File: config.mk
export PLATFORM = sky130hd
export DESIGN_NAME = entrada_operandos
export DESIGN_NICKNAME = d
export VERILOG_FILES = /design/src/rtl/calc_pkg.sv /design/src/rtl/detector_tecla.sv /design/src/rtl/entrada_operandos.sv
export SDC_FILE = /design/constraint.sdc
export NUM_CORES = 1
export LEC_CHECK = 0
export BUFFER_PORTS_ARGS = -buffer_cell sky130_fd_sc_hd__buf_2
export CAP_MARGIN = 15
export CORE_MARGIN = 2
export CORE_UTILIZATION = 50
export CTS_BUF_LIST = sky130_fd_sc_hd__clkbuf_8
export DETAILED_ROUTE_END_ITERATION = 6
export GPL_TIMING_DRIVEN = 1
export PLACE_DENSITY_LB_ADDON = 0.3
export SYNTH_ARGS = -nofsm -noshare
export SYNTH_HDL_FRONTEND = slang
export SYNTH_HIERARCHICAL = 1
export SYNTH_SLANG_ARGS = --single-unit
File: constraint.sdc
create_clock -name clk -period 4 [get_ports clk]
set_input_delay 0.2 -clock clk [delete_from_list [all_inputs] [get_ports clk]]
set_output_delay 0.2 -clock clk [all_outputs]
set_load 0.01 [all_outputs]
File: src/rtl/calc_pkg.sv
// Shared types and key codes for the calculator operand-entry path.
package calc_pkg;

  typedef enum logic [1:0] {
    OP_ADD = 2'd0,
    OP_SUB = 2'd1,
    OP_MUL = 2'd2,
    OP_DIV = 2'd3
  } opcode_e;

  typedef enum logic [1:0] {
    S_A   = 2'd0,
    S_OP  = 2'd1,
    S_B   = 2'd2,
    S_RES = 2'd3
  } state_e;

  localparam logic [3:0] KEY_MAX_DIGIT = 4'h9;
  localparam logic [3:0] KEY_ADD       = 4'hA;
  localparam logic [3:0] KEY_SUB       = 4'hB;
  localparam logic [3:0] KEY_MUL       = 4'hC;
  localparam logic [3:0] KEY_DIV       = 4'hD;
  localparam logic [3:0] KEY_EQ        = 4'hE;
  localparam logic [3:0] KEY_CLR       = 4'hF;

  // Operator keys are contiguous, so the offset from KEY_ADD is the opcode.
  function automatic opcode_e key_to_op(input logic [3:0] key);
    logic [3:0] diff;
    diff = key - KEY_ADD;
    return opcode_e'(diff[1:0]);
  endfunction

endpackage

File: src/rtl/detector_tecla.sv
// Rising-edge detector on the keypad ready level; one event per key press.
module detector_tecla (
  input  logic       clk,
  input  logic       rst_n,
  input  logic       ready,
  input  logic [3:0] tecla,
  output logic       evt,
  output logic [3:0] evt_key
);

  logic r1_q, r2_q;

  always_ff @(posedge clk or negedge rst_n) begin
    if (!rst_n) begin
      r1_q <= 1'b0;
      r2_q <= 1'b0;
    end else begin
      r1_q <= ready;
      r2_q <= r1_q;
    end
  end

  // The keypad controller has already registered tecla by the event cycle.
  assign evt     = r1_q & ~r2_q;
  assign evt_key = tecla;

endmodule

File: src/rtl/entrada_operandos.sv
// Key-event FSM: accumulates decimal operands, captures the operator and
// offers an operand/operator bundle to the arithmetic stage.
module entrada_operandos
  import calc_pkg::*;
#(
  parameter int unsigned MAX_DIGITS = 4,
  parameter int unsigned OPW        = 14
) (
  input  logic           clk,
  input  logic           rst_n,
  input  logic [3:0]     tecla,
  input  logic           ready,
  output logic [OPW-1:0] op_a,
  output logic [OPW-1:0] op_b,
  output logic [1:0]     opcode,
  output logic           calc_valid,
  input  logic           calc_ready,
  output logic [OPW-1:0] disp_value,
  output logic           disp_sel
);

  localparam int unsigned CntW = $clog2(MAX_DIGITS + 1);

  logic       evt;
  logic [3:0] evt_key;

  detector_tecla u_detector (
    .clk     (clk),
    .rst_n   (rst_n),
    .ready   (ready),
    .tecla   (tecla),
    .evt     (evt),
    .evt_key (evt_key)
  );

  state_e         state_q, state_d;
  logic [OPW-1:0] op_a_q, op_a_d;
  logic [OPW-1:0] op_b_q, op_b_d;
  opcode_e        opcode_q, opcode_d;
  logic           calc_valid_q, calc_valid_d;
  logic [CntW-1:0] cnt_q, cnt_d;

  logic           is_digit, is_op, cnt_full;
  logic [OPW-1:0] digit, acc_a, acc_b;

  assign is_digit = (evt_key <= KEY_MAX_DIGIT);
  assign is_op    = (evt_key >= KEY_ADD) && (evt_key <= KEY_DIV);
  assign cnt_full = (cnt_q >= CntW'(MAX_DIGITS));
  assign digit    = OPW'(evt_key);
  assign acc_a    = (op_a_q << 3) + (op_a_q << 1) + digit;
  assign acc_b    = (op_b_q << 3) + (op_b_q << 1) + digit;

  always_comb begin
    state_d      = state_q;
    op_a_d       = op_a_q;
    op_b_d       = op_b_q;
    opcode_d     = opcode_q;
    calc_valid_d = calc_valid_q;
    cnt_d        = cnt_q;

    if (evt && (evt_key == KEY_CLR)) begin
      // Clear takes precedence over a handshake in the same cycle.
      state_d      = S_A;
      op_a_d       = '0;
      op_b_d       = '0;
      opcode_d     = OP_ADD;
      calc_valid_d = 1'b0;
      cnt_d        = '0;
    end else begin
      unique case (state_q)
        S_A: begin
          if (evt && is_digit && !cnt_full) begin
            op_a_d = acc_a;
            cnt_d  = cnt_q + CntW'(1);
          end else if (evt && is_op) begin
            opcode_d = key_to_op(evt_key);
            state_d  = S_OP;
          end
        end
        S_OP: begin
          if (evt && is_op) begin
            opcode_d = key_to_op(evt_key);
          end else if (evt && is_digit) begin
            op_b_d  = digit;
            cnt_d   = CntW'(1);
            state_d = S_B;
          end
        end
        S_B: begin
          if (evt && is_digit && !cnt_full) begin
            op_b_d = acc_b;
            cnt_d  = cnt_q + CntW'(1);
          end else if (evt && (evt_key == KEY_EQ)) begin
            calc_valid_d = 1'b1;
            state_d      = S_RES;
          end
        end
        S_RES: begin
          // Bundle is frozen until accepted; key events are ignored here.
          if (calc_valid_q && calc_ready) begin
            calc_valid_d = 1'b0;
            op_a_d       = '0;
            op_b_d       = '0;
            cnt_d        = '0;
            state_d      = S_A;
          end
        end
        default: state_d = S_A;
      endcase
    end
  end

  always_ff @(posedge clk or negedge rst_n) begin
    if (!rst_n) begin
      state_q      <= S_A;
      op_a_q       <= '0;
      op_b_q       <= '0;
      opcode_q     <= OP_ADD;
      calc_valid_q <= 1'b0;
      cnt_q        <= '0;
    end else begin
      state_q      <= state_d;
      op_a_q       <= op_a_d;
      op_b_q       <= op_b_d;
      opcode_q     <= opcode_d;
      calc_valid_q <= calc_valid_d;
      cnt_q        <= cnt_d;
    end
  end

  assign op_a       = op_a_q;
  assign op_b       = op_b_q;
  assign opcode     = opcode_q;
  assign calc_valid = calc_valid_q;
  assign disp_sel   = (state_q == S_B) || (state_q == S_RES);
  assign disp_value = disp_sel ? op_b_q : op_a_q;

endmodule
======== Yosys cells after proc, flatten, opt, wreduce, memory -nomap -nowiden ========
Index checks and enable logic that the tools add are counted.
operators by class
  $add $sub $neg .......................... 6
  $lt $le $gt $ge ......................... 4
  eq/ne operators ......................... 15
  multiplexer cells ....................... 34
  bitwise operators ....................... 2
  reductions and logical operators ........ 21
operators by type and width
  kind                 count
  $mux 14              8
  $pmux 14 s3          1
  $add 14x14->14       2
  $add 14x4->14        2
  $pmux 14 s2          1
  $ne 3x3->1 const B   9
  $mux 2               11
  $mux 3               5
  $pmux 3 s3           1
  $reduce_bool 3->1    3
  $eq 4x4->1 const B   2
  $le 4x4->1 const B   2
  $pmux 2 s4           1
  $reduce_and 4->1     2
  $logic_and 1x1->1    7
  $reduce_and 7->1     1
  $reduce_and 5->1     1
  $eq 2x2->1 const B   2
  $ge 4x4->1 const B   1
  $mux 1               4
  $pmux 2 s2           1
  $reduce_bool 4->1    1
  $add 3x1->3 const B  1
  $ge 3x3->1 const B   1
  other kinds (12)     12
word-level totals
  bits in registers ....................... 38
  input port bits ......................... 8
  output and inout bits ................... 46
  logic and storage cells ................. 90

======== Depth between registers and ports, before layout ========
Gate-level depths: netlist of the first run.
  depth after elaboration ................. 7
  depth in mapped cells ................... 11
  gate-level depth less buffers ........... 10

======== Hierarchy ========
Netlist of the first run, hierarchy kept.
modules (own cells, without submodules)
  module             instances  cells an instance  area an instance (um2)  seq. area each (um2)
  entrada_operandos  1          333                3110.5                  900.9
  detector_tecla     1          7                  93.8                    50.0

======== Worst setup path before layout of the first run ========
No wires, ideal clock.
  kind .................................... reg-to-reg
  start point ............................. reg op_b_q[0], in the netlist op_b[0]
  end point ............................... reg op_b_q[9], in the netlist op_b[9]
  setup time .............................. 0.121 ns
  data arrival time ....................... 2.580 ns
  data required time ...................... 3.879 ns
  slack ................................... 1.299 ns
  cell stages (with the launch flop) ...... 11
  buffers on the path ..................... 0
  path through ............................ dfrtp_1 inv_1 fa_1 inv_1 ha_1 a211oi_1 nor2_1 o21a_1 o41a_1 xor2_1 a22o_1
on the way
  cells in the longest elaborated chain, start to end .. 5
RTL lines
  what                      RTL line                  RTL
  start: declaration        entrada_operandos.sv:38   logic [OPW-1:0] op_b_q, op_b_d;
  start signal: assignment  entrada_operandos.sv:124  op_b_q <= op_b_d;
  $add 14x14->14            entrada_operandos.sv:51   assign acc_b = (op_b_q << 3) + (op_b_q << 1) + digit;
  $add 14x4->14             entrada_operandos.sv:51
  $mux 14                   entrada_operandos.sv:90   if (evt && is_digit && !cnt_full) begin
  $pmux 14 s3               entrada_operandos.sv:70   unique case (state_q)
  $mux 14                   entrada_operandos.sv:61   if (evt && (evt_key == KEY_CLR)) begin
Every way passes these cells. The select of a mux whose other input is x is not followed.
A chain may end at the register's enable or synchronous reset.

======== Final worst setup path of the first run ========
  start point ............................. reg op_a_q[0], in the netlist op_a[0]
  end point ............................... reg op_a_q[13], in the netlist op_a[13]
on the way
  cells in the longest elaborated chain, start to end .. 5
RTL lines
  what                      RTL line                  RTL
  start: declaration        entrada_operandos.sv:37   logic [OPW-1:0] op_a_q, op_a_d;
  start signal: assignment  entrada_operandos.sv:123  op_a_q <= op_a_d;
  $add 14x14->14            entrada_operandos.sv:50   assign acc_a = (op_a_q << 3) + (op_a_q << 1) + digit;
  $add 14x4->14             entrada_operandos.sv:50
  $mux 14                   entrada_operandos.sv:72   if (evt && is_digit && !cnt_full) begin
  $pmux 14 s2               entrada_operandos.sv:70
  $mux 14                   entrada_operandos.sv:61
Every way passes these cells. The select of a mux whose other input is x is not followed.

==> impl_metrics.json, run 1 <==
{
  "postRouteAntennaNets": 0,
  "place_congestion": 0.9031,
  "drive_above_1_share_pct": 21.23,
  "crit_path_start_kind": "register",
  "synth_top_area_share_pct": 29.68,
  "syn-num-nets": 401,
  "p_leak_nw": 1.958,
  "crit_path_end_kind": "register",
  "crit_fanout": 5,
  "yosys_warnings": 6,
  "syn_area_um2": 3204,
  "drc": 0,
  "clock_path_buffers": 2,
  "cts-htree-levels": 2,
  "grt_max_degree": 39,
  "drt-total-wl_um": 7446,
  "gr-max-usage-layer": "met2",
  "register_area_um2": 950.9,
  "synth-seq-cells": 38,
  "rows": 29,
  "ys_seq_area_share_pct": 29.68,
  "use_met2_pct": 38.96,
  "io_pins": 54,
  "crit_chain": "inv_1 > fa_1 > inv_1 > ha_1 > a21oi_1 > o211ai_1 > o211ai_1 > a21boi_0 > or3_1 > a32o_1",
  "synthTopCellsByArea": "dfrtp_1 30%, ha_1 19%, o21ai_0 4.8%, nand2_1 4.3%, mux2_2 4.2%",
  "clock.fmax_ghz": 0.3580,
  "slew_viol_final": 0,
  "fin_skew_ps": 8.264,
  "core_um2": 6277,
  "async_reset_ff_share_pct": 100.0,
  "final_util_pct": 58.14,
  "multi_input_area_um2": 2098,
  "clkTransAtPathRegs_ps": 80,
  "clk_latency_ps": 300,
  "grt_usage_pct": 21.93,
  "tns_ps": 0,
  "r2r_cells": 10,
  "peakVddDrop_v": 0.0004346,
  "yosysMostFrequentCell": "ha_1",
  "syn_area_per_cell_um2": 9.424,
  "cts-buffers-inserted": 5,
  "gr-total-overflow": 0,
  "first_global_vias": 2670,
  "slowest_stage": "fa_1",
  "tightestPinTransition_ps": 890.5,
  "cts_root_buffer": "clkbuf_8",
  "start_util_pct": 51.05,
  "dr_total_vias": 2718,
  "netlist_instances": 340,
  "cts_tree": "done",
  "worst_slew_margin_rel_pct": 40.64,
  "drv_cap": 0,
  "synthTopCellsByCount": "49 x ha_1, 38 x dfrtp_1, 37 x nand2_1",
  "area_growth_pct": 13.90,
  "crit_arrival_ps": 2990,
  "diodes": 0,
  "path_class": "register to register",
  "layout_min_cycle_time_ps": 2793,
  "fillers": 542,
  "post_drt_wl_per_cell_um": 15.91,
  "use_met3_pct": 3.759,
  "drt_first_pass_iters": 4,
  "hold_class": "input pin to async pin",
  "fp.dieH_um": 84.06,
  "antenna_found_initial": 0,
  "synth-edff-count": 0,
  "routed_via_density": 5.808,
  "outcome": "finished clean",
  "period_share_pct": 69.83,
  "synth_cell_types": 54,
  "hold_viol": 0,
  "dp_hpwl_um": 5640,
  "use_met1_pct": 26.37,
  "drt_iter0_drc": 106,
  "p_per_area_nw_per_um2": 767.7,
  "nets": 451,
  "fp.dieW_um": 84.06,
  "post_cts_resized": 0,
  "cpPeakStageDelay_ps": 590,
  "rsz0062_at_grt": "false",
  "cts.sinks": 38,
  "setup_viol": 0,
  "design.die.area_um2": 7065,
  "synth_ff_type": "dfrtp_1",
  "worst_ep_required_time_ps": 4190,
  "grt_pass1_wl_um": 12440,
  "numPortBuffers": 53,
  "yosys.area.top_type": "dfrtp_1"
}
-- sequential cells by signal (all words and copies together) (netlist names) --
| register | cells |
|---|---|
| state_q | 2 |
| opcode | 2 |
| op_a | 14 |
| calc_valid | 1 |
| u_detector/r1_q | 1 |
| u_detector/r2_q | 1 |
| op_b | 14 |
| cnt_q | 3 |
-- path summary, 6_finish.rpt --
kind / from / to / slack, ps
setup / recovery: op_a[0] / op_a[13] / 1210
hold / removal: rst_n / op_a[9] / 10
setup reg to reg: op_a[0] / op_a[13] / 1210
hold reg to reg: u_detector/r1_q / u_detector/r2_q / 400
max in group asynchronous: rst_n / op_b[3] / 3410
min in group clk: tecla[0] / op_a[0] / 200
-- power by group --
group	switching, mW	total, mW	internal [mW]
Combinational	0.964	1.70	0.734
Clock	0.146	0.412	0.266
Sequential	0.174	0.692	0.517
Total	1.28	2.80	1.52
-- layout by cell type (no fill, tap or decap), types with 9 or more instances in the layout --
cell / n
mux2_2: 12
xor2_1: 9
xnor2_1: 9
inv_1: 21
a21oi_1: 13
buf_2: 53
nor2_1: 23
a22o_1: 14
dfrtp_1: 38
nand2_1: 37
o21ai_0: 31
ha_1: 49
-- critical path, delay by kind of cell, from the launching register on --
kind / cells / cell delay [ps]
AO/OA/AOI/OAI: 5 / 950
adder cells (fa/ha/maj): 2 / 880
flip-flops: 1 / 410
AND/OR/NAND/NOR: 1 / 310
buffers and inverters: 2 / 140
-- cells by family after synthesis --
logic type | share of synthesized area [%]
AO/OA/AOI/OAI | 21.67
AND/OR/NAND/NOR | 12.42
adder cells (fa/ha/maj) | 21.63
flip-flops | 29.68
buffers and inverters | 4.842
XOR/XNOR | 4.920
multiplexers | 4.842
-- stage by stage --
stage                     total power [mW]  cells  setup slack, ps  area (um2)  hold slack (ps)
after global placement               2.366    459             1281        3497            308.4
after CTS                            2.819    468             1188        3650            53.85
after global routing                 3.062    468            968.6        3650            105.4
after detailed placement             2.398    459             1206        3497            309.7
after floorplan                      1.917    340             1299        3204           -95.59
final                                2.802    468             1207        3650            11.51
-- repair_timing --
action / in CTS / in global routing
endpoints found under the hold margin: 1 / 0
hold buffers: 1 / 0
setup buffers: 0 / 0
-- cell type report --
type / count / share of cell area, %
Tap cell: 77 / 2.640
Sequential cell: 38 / 26.05
Multi-Input combinational cell: 269 / 57.49
Clock inverter: 2 / 1.646
Clock buffer: 6 / 2.263
Timing Repair Buffer: 55 / 7.748
Inverter: 21 / 2.160
-- routing by layer --
layer / vias up / part of all wire (%) / routed length (um)
li1: 1336 / - / -
met1: 1293 / 44 / 3271
met2: 78 / 50 / 3701
met3: 11 / 4.4 / 330
met4: 0 / 1.9 / 142
met5: - / 0 / 0
Power figures use the tool's default switching activity.
==> inputs of run 2 (changes only) <==
--- a/config.mk
+++ b/config.mk
@@ -5,6 +5,7 @@
 export SDC_FILE = /design/constraint.sdc
 export NUM_CORES = 1
 export LEC_CHECK = 0
+export ABC_AREA = 1
 export BUFFER_PORTS_ARGS = -buffer_cell sky130_fd_sc_hd__buf_2
 export CAP_MARGIN = 15
 export CORE_MARGIN = 2
==> constraint.sdc (replaced) <==
create_clock -name clk -period 2.5 [get_ports clk]
set_input_delay 0.125 -clock clk [delete_from_list [all_inputs] [get_ports clk]]
set_output_delay 0.125 -clock clk [all_outputs]
set_load 0.01 [all_outputs]
==> run 2 against run 1 <==
Via count increased by 28%. First-iteration DRC count grew 58%. Critical path type unchanged. Core utilization is 0.55 points lower. Register-to-register slack worse by 980 ps.
==> impl_metrics.json, run 2 <==
{
  "path_delay_family": "adder cells",
  "cts_tree": "done",
  "worst_slew_margin_rel_pct": 38.77,
  "first_global_vias": 3320,
  "crit_fanout": 5,
  "met1_length_um": 3880,
  "min-delay-start": "tecla[0]",
  "period_share_pct": 90.85,
  "grt_pass1_wl_um": 15000,
  "peakVddDrop_v": 0.0007683,
  "clock_path_buffers": 2,
  "whs_endpoint": "op_a[0]",
  "gr-total-overflow": 0,
  "slowest_stage": "fa_1",
  "synth_cell_types": 33,
  "critPathLaunch": "op_a[0]",
  "drv_cap": 0,
  "syn-num-nets": 586,
  "diodes": 0,
  "routed_via_density": 5.140,
  "rrSetupSlack_ps": 230,
  "path_class": "register to register",
  "final_cell_mix": "186 x nand2_1, 79 x inv_1, 53 x buf_2",
  "yosys_warnings": 6,
  "yosys.area.top_type": "dfrtp_1",
  "layout_min_cycle_time_ps": 2271,
  "fp.dieH_um": 89.34,
  "drt_first_pass_iters": 4,
  "start_util_pct": 51.02,
  "fin_skew_ps": 5.820,
  "r2r_cells": 11,
  "synth-seq-cells": 38,
  "grt_max_degree": 39,
  "io_pins": 54,
  "clk_latency_ps": 290,
  "register_area_um2": 950.9,
  "fp.dieW_um": 89.34,
  "multi_input_area_um2": 2328,
  "yosysMostFrequentCell": "nand2_1",
  "antenna_found_initial": 0,
  "crit_arrival_ps": 2460,
  "cts-buffers-inserted": 5,
  "synthTopCellsByCount": "186 x nand2_1, 79 x inv_1, 49 x ha_1",
  "tightestPinTransition_ps": 918.4,
  "drt_iter0_drc": 168,
  "place_congestion": 0.9137,
  "hold_path_depth": 3,
  "placed_cell_area_um2": 3980,
  "outcome": "finished clean",
  "drc": 0,
  "synth_top_area_share_pct": 26.12,
  "worst_ep_required_time_ps": 2690,
  "grt_usage_pct": 23.91,
  "top_layer": "met4",
  "rows": 31,
  "synthTopCellsByArea": "dfrtp_1 26%, nand2_1 19%, ha_1 17%, inv_1 8.1%, nand3_1 6.0%",
  "numPortBuffers": 53,
  "crit_buf_inv": 2,
  "final_common_cell": "nand2_1",
  "dp_slack_ps": 238.8,
  "final_cell_area_um2": 4110,
  "core_um2": 7137,
  "reg2reg_from": "op_a[0]",
  "clkTransAtPathRegs_ps": 70,
  "layout_setup_ws_ps": 228.8,
  "cts_setup_buffers": 0,
  "synth-edff-count": 0,
  "slew_viol_final": 0,
  "p_leak_nw": 2.519,
  "crit_path_start_kind": "register",
  "worstReg2RegEnd": "op_a[10]",
  "netlist_instances": 525,
  "crit_path_end_kind": "register",
  "cts.sinks": 38,
  "hold_class": "input pin to register",
  "p_per_area_nw_per_um2": 911.5,
  "postRouteAntennaNets": 0,
  "fin_hold_ws_ps": 98.96,
  "dr_total_vias": 3490,
  "hold_viol": 0,
  "fillers": 755,
  "ys_seq_area_share_pct": 26.12,
  "cts_root_buffer": "clkbuf_8",
  "dp_hpwl_um": 6975,
  "setup_viol": 0,
  "tns_ps": 0,
  "final_util_pct": 57.59,
  "async_reset_ff_share_pct": 100.0,
  "area_growth_pct": 12.89,
  "design.die.area_um2": 7981,
  "syn_area_per_cell_um2": 6.935,
  "rsz0062_at_grt": "false",
  "crit_chain": "inv_1 > fa_1 > fa_1 > inv_1 > nand3_1 > nand3_1 > nand4_1 > nand2_1 > nand2_1 > nand3_1 > nand2_1",
  "postCtsHoldBufs": 2,
  "cpPeakStageDelay_ps": 530,
  "clock.fmax_ghz": 0.4403,
  "cts-htree-levels": 2,
  "post_cts_resized": 0,
  "syn_area_um2": 3641,
  "drive_above_1_share_pct": 13.28,
  "wl_met3_um": 464,
  "synth_ff_type": "dfrtp_1",
  "drt-total-wl_um": 8672,
  "nets": 640,
  "routed-wl-met2_um": 4220,
  "post_drt_wl_per_cell_um": 12.77
}
## run 2: area by class of cell
type	count	area share, %
clock buffers	8	2.679
inverters	79	7.215
multi-input cells	398	56.65
flip-flops and latches	38	23.14
well taps	99	3.014
repair buffers	57	7.306
## run 2: logic make-up after synthesis
| group | Yosys count | synth area share [%] |
|---|---|---|
| fa+ha+maj | 53 | 19.04 |
| buf+inv | 89 | 9.931 |
| simple gates | 283 | 34.71 |
| flops | 38 | 26.12 |
| compound gates | 51 | 7.561 |
| xor+xnor | 11 | 2.646 |
## run 2: per-stage QoR
stage / cells / total power, mW
6_report: 679 / 3.746
5_1_grt: 679 / 4.150
4_1_cts: 679 / 3.782
3_5_place_dp: 669 / 3.256
3_3_place_gp: 669 / 3.208
2_1_floorplan: 525 / 2.617
## run 2: power by group
| part | leakage (nW) | internal, mW | total [mW] | switching (mW) |
|---|---|---|---|---|
| Combinational | 1.96 | 0.835 | 2.31 | 1.47 |
| Clock | 0.0575 | 0.279 | 0.499 | 0.220 |
| Sequential | 0.505 | 0.772 | 0.940 | 0.168 |
## run 2: worst max-delay path by stage
stage / endpoint / slack [ps] / cells past startpoint
after floorplan: op_a[10] / 350 / 11
after global placement: op_a[10] / 320 / 11
after detailed placement: op_a[10] / 240 / 11
after CTS: op_a[10] / 220 / 11
after global routing: op_a[10] / 40 / 11
final: op_a[10] / 230 / 11
## run 2: worst reg2reg max path, delay by kind of cell, from the launching register on
kind | cells | cell delay [ps]
DFF | 1 | 410
adders and majority gates | 2 | 1010
and+or+nand+nor | 7 | 570
buffers and inverters | 2 | 180
## run 2: layer usage
metal | track usage (%) | vias up
li1 | - | 1788
met1 | 29.12 | 1600
met2 | 43.70 | 89
met3 | 4.155 | 13
met4 | 5.699 | 0
met5 | 0 | -
